==> config.mk <==
export PLATFORM = sky130hd
export DESIGN_NAME = regfile_mp_flat
export DESIGN_NICKNAME = d
export VERILOG_FILES = /design/src/rtl/regfile_mp_if.sv /design/src/rtl/regfile_mp.sv /design/src/flat_wrapper.sv
export SDC_FILE = /design/constraint.sdc
export NUM_CORES = 2
export LEC_CHECK = 0
export CAP_MARGIN = 20
export CORE_ASPECT_RATIO = 0.75
export CORE_MARGIN = 2
export CORE_UTILIZATION = 46
export CTS_CLUSTER_DIAMETER = 100
export DETAILED_ROUTE_END_ITERATION = 10
export SYNTH_ARGS = -nofsm -noshare
export SYNTH_HDL_FRONTEND = slang
export SYNTH_SLANG_ARGS = --single-unit
==> constraint.sdc <==
create_clock -name clk_i -period 4.5 [get_ports clk_i]
set_input_delay 0.45 -clock clk_i [delete_from_list [all_inputs] [get_ports clk_i]]
set_output_delay 0.45 -clock clk_i [all_outputs]
set_load 0.02 [all_outputs]
==> src/rtl/regfile_mp_if.sv <==
// Bus bundle for regfile_mp: two write lanes, packed read ports and the ready flag.
// The master side (decode/writeback) drives writes and read addresses; the slave is the register file.
interface regfile_mp_if #(
  parameter int DATA_W = 32,
  parameter int ADDR_W = 5,
  parameter int NUM_RD = 2
);
  logic                     ready_o;
  logic                     we0_i;
  logic [ADDR_W-1:0]        waddr0_i;
  logic [DATA_W-1:0]        wdata0_i;
  logic                     we1_i;
  logic [ADDR_W-1:0]        waddr1_i;
  logic [DATA_W-1:0]        wdata1_i;
  logic [NUM_RD*ADDR_W-1:0] raddr_i;
  logic [NUM_RD*DATA_W-1:0] rdata_o;

  modport master (
    output we0_i, waddr0_i, wdata0_i,
    output we1_i, waddr1_i, wdata1_i,
    output raddr_i,
    input  ready_o, rdata_o
  );

  modport slave (
    input  we0_i, waddr0_i, wdata0_i,
    input  we1_i, waddr1_i, wdata1_i,
    input  raddr_i,
    output ready_o, rdata_o
  );
endinterface

==> src/rtl/regfile_mp.sv <==
// Multi-port register file with two write lanes, a post-reset clear sequencer and ready flag.
// Optional macro RF_BYPASS_EN forwards same-cycle write data to matching read ports.
module regfile_mp #(
  parameter int DATA_W   = 32,
  parameter int ADDR_W   = 5,
  parameter int NUM_RD   = 2,
  parameter int ZERO_REG = 1
) (
  input  logic        clk_i,
  input  logic        rst_i,
  regfile_mp_if.slave rf
);
  localparam int                DEPTH     = 2 ** ADDR_W;
  localparam bit                ZERO_EN   = (ZERO_REG != 32'sd0);
  localparam logic [ADDR_W-1:0] LAST_ADDR = ADDR_W'(DEPTH - 1);
  localparam logic [ADDR_W-1:0] ADDR_ZERO = '0;

  typedef enum logic [0:0] {
    CLEAR = 1'b0,
    RUN   = 1'b1
  } state_e;

  state_e                   state_q;
  logic [ADDR_W-1:0]        clr_cnt_q;
  logic [ADDR_W-1:0]        clr_cnt_d;
  logic                     ready_q;
  logic [DATA_W-1:0]        mem_q [DEPTH];
  logic                     wr0_en_s;
  logic                     wr1_en_s;
  logic [NUM_RD*DATA_W-1:0] rdata_s;

  // A lane only commits in RUN; the hardwired zero entry swallows its writes.
  always_comb begin
    clr_cnt_d = clr_cnt_q + ADDR_W'(1);
    wr0_en_s  = (state_q == RUN) && rf.we0_i &&
                !(ZERO_EN && (rf.waddr0_i == ADDR_ZERO));
    wr1_en_s  = (state_q == RUN) && rf.we1_i &&
                !(ZERO_EN && (rf.waddr1_i == ADDR_ZERO));
  end

  // Sequencer plus storage; lane 1 is written last so it wins an address clash.
  always_ff @(posedge clk_i) begin
    if (rst_i) begin
      state_q   <= CLEAR;
      clr_cnt_q <= '0;
      ready_q   <= 1'b0;
    end else begin
      case (state_q)
        CLEAR: begin
          mem_q[clr_cnt_q] <= '0;
          clr_cnt_q        <= clr_cnt_d;
          if (clr_cnt_q == LAST_ADDR) begin
            state_q <= RUN;
            ready_q <= 1'b1;
          end
        end
        RUN: begin
          if (wr0_en_s) mem_q[rf.waddr0_i] <= rf.wdata0_i;
          if (wr1_en_s) mem_q[rf.waddr1_i] <= rf.wdata1_i;
        end
        default: begin
          state_q   <= CLEAR;
          clr_cnt_q <= '0;
          ready_q   <= 1'b0;
        end
      endcase
    end
  end

  for (genvar k = 0; k < NUM_RD; k++) begin : g_rd
    logic [ADDR_W-1:0] raddr_s;
    assign raddr_s = rf.raddr_i[k*ADDR_W +: ADDR_W];

    // Reads are forced to zero while clearing so uninitialised storage never leaks out.
    always_comb begin
      if (state_q != RUN) begin
        rdata_s[k*DATA_W +: DATA_W] = '0;
      end else if (ZERO_EN && (raddr_s == ADDR_ZERO)) begin
        rdata_s[k*DATA_W +: DATA_W] = '0;
`ifdef RF_BYPASS_EN
      end else if (wr1_en_s && (rf.waddr1_i == raddr_s)) begin
        rdata_s[k*DATA_W +: DATA_W] = rf.wdata1_i;
      end else if (wr0_en_s && (rf.waddr0_i == raddr_s)) begin
        rdata_s[k*DATA_W +: DATA_W] = rf.wdata0_i;
`endif
      end else begin
        rdata_s[k*DATA_W +: DATA_W] = mem_q[raddr_s];
      end
    end
  end

  assign rf.rdata_o = rdata_s;
  assign rf.ready_o = ready_q;
endmodule

==> src/flat_wrapper.sv <==
// flat-port wrapper written by rule: the top's interface ports become plain ports
module regfile_mp_flat 
#(
  parameter int DATA_W   = 32,
  parameter int ADDR_W   = 5,
  parameter int NUM_RD   = 2,
  parameter int ZERO_REG = 1
)
  (clk_i, rst_i, rf_we0_i, rf_waddr0_i, rf_wdata0_i, rf_we1_i, rf_waddr1_i, rf_wdata1_i, rf_raddr_i, rf_ready_o, rf_rdata_o);
  regfile_mp_if #(.DATA_W(DATA_W), .ADDR_W(ADDR_W), .NUM_RD(NUM_RD)) rf_i ();
  input  logic clk_i;
  input  logic rst_i;
  input wire logic [$bits(rf_i.we0_i)-1:0] rf_we0_i;
  input wire logic [$bits(rf_i.waddr0_i)-1:0] rf_waddr0_i;
  input wire logic [$bits(rf_i.wdata0_i)-1:0] rf_wdata0_i;
  input wire logic [$bits(rf_i.we1_i)-1:0] rf_we1_i;
  input wire logic [$bits(rf_i.waddr1_i)-1:0] rf_waddr1_i;
  input wire logic [$bits(rf_i.wdata1_i)-1:0] rf_wdata1_i;
  input wire logic [$bits(rf_i.raddr_i)-1:0] rf_raddr_i;
  output wire logic [$bits(rf_i.ready_o)-1:0] rf_ready_o;
  output wire logic [$bits(rf_i.rdata_o)-1:0] rf_rdata_o;
  assign rf_i.we0_i = rf_we0_i;
  assign rf_i.waddr0_i = rf_waddr0_i;
  assign rf_i.wdata0_i = rf_wdata0_i;
  assign rf_i.we1_i = rf_we1_i;
  assign rf_i.waddr1_i = rf_waddr1_i;
  assign rf_i.wdata1_i = rf_wdata1_i;
  assign rf_i.raddr_i = rf_raddr_i;
  assign rf_ready_o = rf_i.ready_o;
  assign rf_rdata_o = rf_i.rdata_o;
  regfile_mp #(.DATA_W(DATA_W), .ADDR_W(ADDR_W), .NUM_RD(NUM_RD), .ZERO_REG(ZERO_REG)) u_core (.clk_i(clk_i), .rst_i(rst_i), .rf(rf_i));
endmodule
**Word-level counts from Yosys, hierarchy flattened**

Memories as Yosys holds them, arrays and structs flattened.
Cells that the tools add are included.

- Register bits: 7
- Input bits: 88
- Logic and storage cells: 39
- Output and inout bits: 65
- Bits in writable memories: 1024
- Memories: 1

Memories:

| memory | depth | width | read ports | clocked after memory_dff | wr ports | line | text |
|---|---|---|---|---|---|---|---|
| u_core.mem_q | 32 | 32 | 2 | 0 | 2 | regfile_mp.sv:27 | `logic [DATA_W-1:0] mem_q [DEPTH];` |

- Add/subtract/negate cells: 1
- Equality and inequality tests: 1
- Muxes and demuxes: 20
- Reduce and logical (&&, ||, !) cells: 12
- Bitwise logic cells: 1

Operator list:

| operator | number |
|---|---|
| two-way mux 32 bit | 5 |
| OR reduction 32 bit | 1 |
| logical NOT 5 bit | 4 |
| two-way mux 1 bit | 14 |
| adder 5 x 1 -> 5 bit, second input constant | 1 |
| == test 5 bit, second input constant | 1 |
| two-way mux 5 bit | 1 |
| logical AND 1 bit | 4 |
| logical NOT 1 bit | 2 |
| AND reduction 2 bit | 1 |
| inverter 1 bit | 1 |

**Logic depth before layout (Yosys ltp)**

- Word-level depth: 9
- Mapped depth: 9
- Mapped depth without buffers: 5

**Worst setup path before layout**

OpenSTA, ideal clock, no wires.

- Path kind: input to register
- Start point: input rf_waddr0_i[4]
- End point: memory u_core.mem_q[13][0] (enable)
- Library setup time: 0.433 ns
- Path slack: 0.848 ns
- Required time: 4.067 ns
- Data arrival time: 3.219 ns
- Path buffers: 3
- Stages on the path: 8
- Cells stage by stage: clkbuf_1 -> nor3_2 -> a21oi_1 -> buf_4 -> buf_4 -> o32a_1 -> nand2b_4 -> o22ai_1

RTL lines:

| what | line | text |
|---|---|---|
| from (decl) | flat_wrapper.sv:14 | `input wire logic [$bits(rf_i.waddr0_i)-1:0] rf_waddr0_i;` |
| to (decl) | regfile_mp.sv:27 |  |

**Worst setup path after layout**

- Start point: input rf_raddr_i[3]
- End point: output rf_rdata_o[10]

- Longest elaborated chain between the ends: 3
- Elaborated cells between the ends (all ways): 4
- Classes of those cells: mux (2); reduce/logical (1); memory (1)

Ends and longest elaborated chain:

| what | line | text |
|---|---|---|
| from (decl) | flat_wrapper.sv:19 | `input wire logic [$bits(rf_i.raddr_i)-1:0] rf_raddr_i;` |
| memory (32 x 32 bit) or logical NOT 5 bit (tied branches) | - |  |
| two-way mux 32 bit (*) | regfile_mp.sv:78 | `end else if (ZERO_EN && (raddr_s == ADDR_ZERO)) begin` |
| two-way mux 32 bit (*) | regfile_mp.sv:76 | `if (state_q != RUN) begin` |
| to (decl) | flat_wrapper.sv:21 | `output wire logic [$bits(rf_i.rdata_o)-1:0] rf_rdata_o;` |

Mark *: on every way between the ends. The rest lies on a longest branch, timed or not.

==> results.cfg <==
[hold_path]
hp-class = in2reg

[placement]
port_buffers = 152
gp_congestion = 0.932
placedCellCount = 6651
hpwl_mm = 136

[sta]
fin_tns_setup_ns = 0
skew_ns = 0.0186
finalHoldViolCount = 0
timing.fmax_mhz = 239
slew-limit-headroom_pct = 20.6
period_share_pct = 92.8
worst_pin_slew_ns = 1.19
setup-violations-final = 0
layout_min_cycle_time_ns = 4.18
rsz0062_at_grt = false
drv_slew = 0

[worst_setup_path]
reg2reg_to = u_core.mem_q[18][14]$_DFFE_PP_
cp_slowest_cell = clkdlybuf4s50_1
arrival_ns = 3.73
r2r_cells = 7
crit_fanout = 20
endpoint_kind = output pin
cp-startpoint = rf_raddr_i[3]
path_class = in2out
crit_path_max_incr_delay_ns = 0.73
reg2reg_from = u_core.state_q$_SDFF_PP0_
r2r_setup_slack_ns = 1.14
start_kind = input port
crit_path_cell_trace = clkdlybuf4s50_1, buf_4, nor2_4, nand2_2, buf_4, o22ai_1, o21ai_0, nand4_1, clkdlybuf4s50_1
critPathCapture = rf_rdata_o[10]
critical_path_required_ns = 4.05

[drt]
via_per_inst = 6.78
finalWirelength_mm = 232
ant_nets = 0
drt-pass1-iter-count = 9
drtIter0Drc = 7749
vias = 46500
route.detailed.drc = 0
drt-wirelength-per-cell_um = 33.8

[grt]
grt_max_degree = 65
grt_pass1_vias = 43300
grt-ovfl-total = 0
antenna_found_initial = 16
globalRouteTotalUtil_pct = 35.8
grt_pass1_wl_mm = 322

[power]
pwr-share-clk_pct = 42.9
ir_worst_vdd_mv = 0.338
pwr-share-seq_pct = 50.0
p_per_area_mw_per_mm2 = 314
netSwitchingPower_mw = 4.77
p_int_mw = 15.5
leakagePower_nw = 20.4
switching_share_pct = 23.5
p_comb_share_pct = 7.2

[logic_synthesis]
synthesis.area_sq_mm = 0.0572
syn_inst = 5246
synth_nets = 5336
synth_cell_types = 56
ys_top_cells_by_count = nand2_1 (1106), edfxtp_1 (992), o21ai_0 (984), mux2i_1 (475), clkbuf_1 (362)
synth-async-reset-ratio_pct = 0
synth-edff-count = 992
ys_ff_latch = 999
synth_area_leaders = edfxtp_1 (52%), mux4_2 (8.9%), o21ai_0 (8.6%), mux2i_1 (8.3%), nand2_1 (7.3%)
synth_compound_area_share_pct = 15.3
synthXorXnorAreaFrac_pct = 0.0459
synth_mux_area_share_pct = 17.9
synthSimpleGateAreaFrac_pct = 9.45
yosysWarnings = 0
synth_ff_type = edfxtp_1
avgSynthCellArea_sq_um = 10.9
synthAdderAreaFrac_pct = 0.0438
synth_top_cell_by_area = edfxtp_1
yosysMostFrequentCell = nand2_1
yosysTopAreaCellShare_pct = 52.1
synth_top_family_by_area = multiplexers
ys_seq_area_share_pct = 52.3

[final_layout]
drive_above_1_share_pct = 14.7
syn_to_final_growth_pct = 13.0
layout.nets = 5208
fin_cells = 6867

[run_status]
outcome = completed

[die]
placementRows = 112
initial_core_util_pct = 46.2
die_height_um = 309
core_area_sq_mm = 0.124
fp.dieW_um = 411
ios = 153
die_area_sq_mm = 0.127

[clocking]
cts_resized = 0
clk_latency_ns = 0.72
cts.sinks = 999
cts_buffers = 102
post_cts_buffers = 0
cts-root-buf = clkbuf_16
clk_pin_slew_ns = 0.06
htreeDepth = 3
cts_tree = built
holdBufCountCts = 0
cts_buffer_depth = 3

[run]
maxCapViolCount = 0
[layout by cell type, fill, tap and decap left out, types with 12 or more instances in the layout]
| master | count |
|---|---|
| clkdlybuf4s50_1 | 135 |
| buf_4 | 199 |
| a221oi_1 | 31 |
| o21ai_1 | 70 |
| clkinv_2 | 21 |
| clkbuf_1 | 24 |
| o21bai_4 | 19 |
| buf_12 | 45 |
| o22ai_1 | 188 |
| mux2_2 | 37 |
| o21ai_0 | 984 |
| a21oi_1 | 38 |
| clkinv_1 | 22 |
| nand4_1 | 61 |
| clkbuf_16 | 107 |
| diode_2 | 13 |
| nor2_1 | 51 |
| edfxtp_1 | 992 |
| nand2_1 | 1101 |
| a22oi_1 | 188 |
| buf_16 | 14 |
| mux4_2 | 225 |
| nor2_4 | 19 |
| mux2i_1 | 475 |
| o22ai_4 | 12 |
| nor3_2 | 12 |
[worst min path at each step]
stage	startpoint	end	slack, ns	cells after the start
global placement	u_core.rf.ready_o$_SDFFE_PP0P_	u_core.rf.ready_o$_SDFFE_PP0P_	0.48	2
CTS	rst_i	u_core.clr_cnt_q[0]$_SDFFE_PP0N_	0.47	3
detailed placement	u_core.rf.ready_o$_SDFFE_PP0P_	u_core.rf.ready_o$_SDFFE_PP0P_	0.48	2
finish	rst_i	u_core.clr_cnt_q[2]$_SDFFE_PP0N_	0.48	3
floorplan	u_core.clr_cnt_q[0]$_SDFFE_PP0N_	u_core.clr_cnt_q[0]$_SDFFE_PP0N_	0.54	2
global route	u_core.rf.ready_o$_SDFFE_PP0P_	u_core.rf.ready_o$_SDFFE_PP0P_	0.50	2
[worst max-delay path, delay by kind of cell]
| family | cells | cell delay [ns] |
|---|---|---|
| AOI/OAI and AO/OA | 2 | 0.77 |
| buffers and inverters | 4 | 2.00 |
| and+or+nand+nor | 3 | 0.50 |
[metrics by stage]
| stage | setup slack, ns | area, sq um | utilization, % | hold slack, ns | total power [mW] |
|---|---|---|---|---|---|
| floorplan | 0.848 | 57200 | - | 0.544 | 11.2 |
| global placement | 0.604 | 60900 | 49.2 | 0.480 | 11.7 |
| detailed placement | 0.590 | 60900 | 49.2 | 0.476 | 11.7 |
| CTS | 0.552 | 64200 | 51.8 | 0.468 | 20.2 |
| global route | 0.424 | 64600 | 52.2 | 0.505 | 20.7 |
| finish | 0.324 | 64600 | 52.2 | 0.481 | 20.3 |
[layer usage]
metal | share of wire, % | vias to the layer above | track usage (%)
met4 | 7.0 | 6 | 21.1
met1 | 37 | 22600 | 47.7
met3 | 13 | 785 | 8.73
met2 | 43 | 3672 | 53.5
met5 | 0.019 | - | 0
li1 | - | 19500 | -
[power groups by stage]
stage	clock [mW]	sequential [mW]	combinational [mW]
6_report	8.71	10.1	1.46
5_1_grt	9.05	10.1	1.48
4_1_cts	8.72	10.1	1.38
3_5_place_dp	0	10.3	1.38
3_3_place_gp	0	10.3	1.37
2_1_floorplan	0	10.3	0.838
[sequential cells by signal, summed over array words and instances (netlist names)]
name / count
u_core.state_q: 1
u_core.rf.ready_o: 1
u_core.mem_q: 992
u_core.clr_cnt_q: 5
[area by class of cell]
cell class	instances	area, sq um
multi-input combinational	3607	25100
fill	10600	59200
antenna	13	32.5
tap	1653	2070
timing repair buffer	400	4250
clock inverter	57	529
sequential	999	29900
inverter	8	30.0
clock buffer	130	2740
[cell families after synthesis]
group           after synthesis
compound gates             1551
xor+xnor                      3
fa+ha+maj                     2
buf+inv                     640
flops                       999
mux                         737
simple gates               1314
Note: power is estimated with default switching activity, not from simulation.
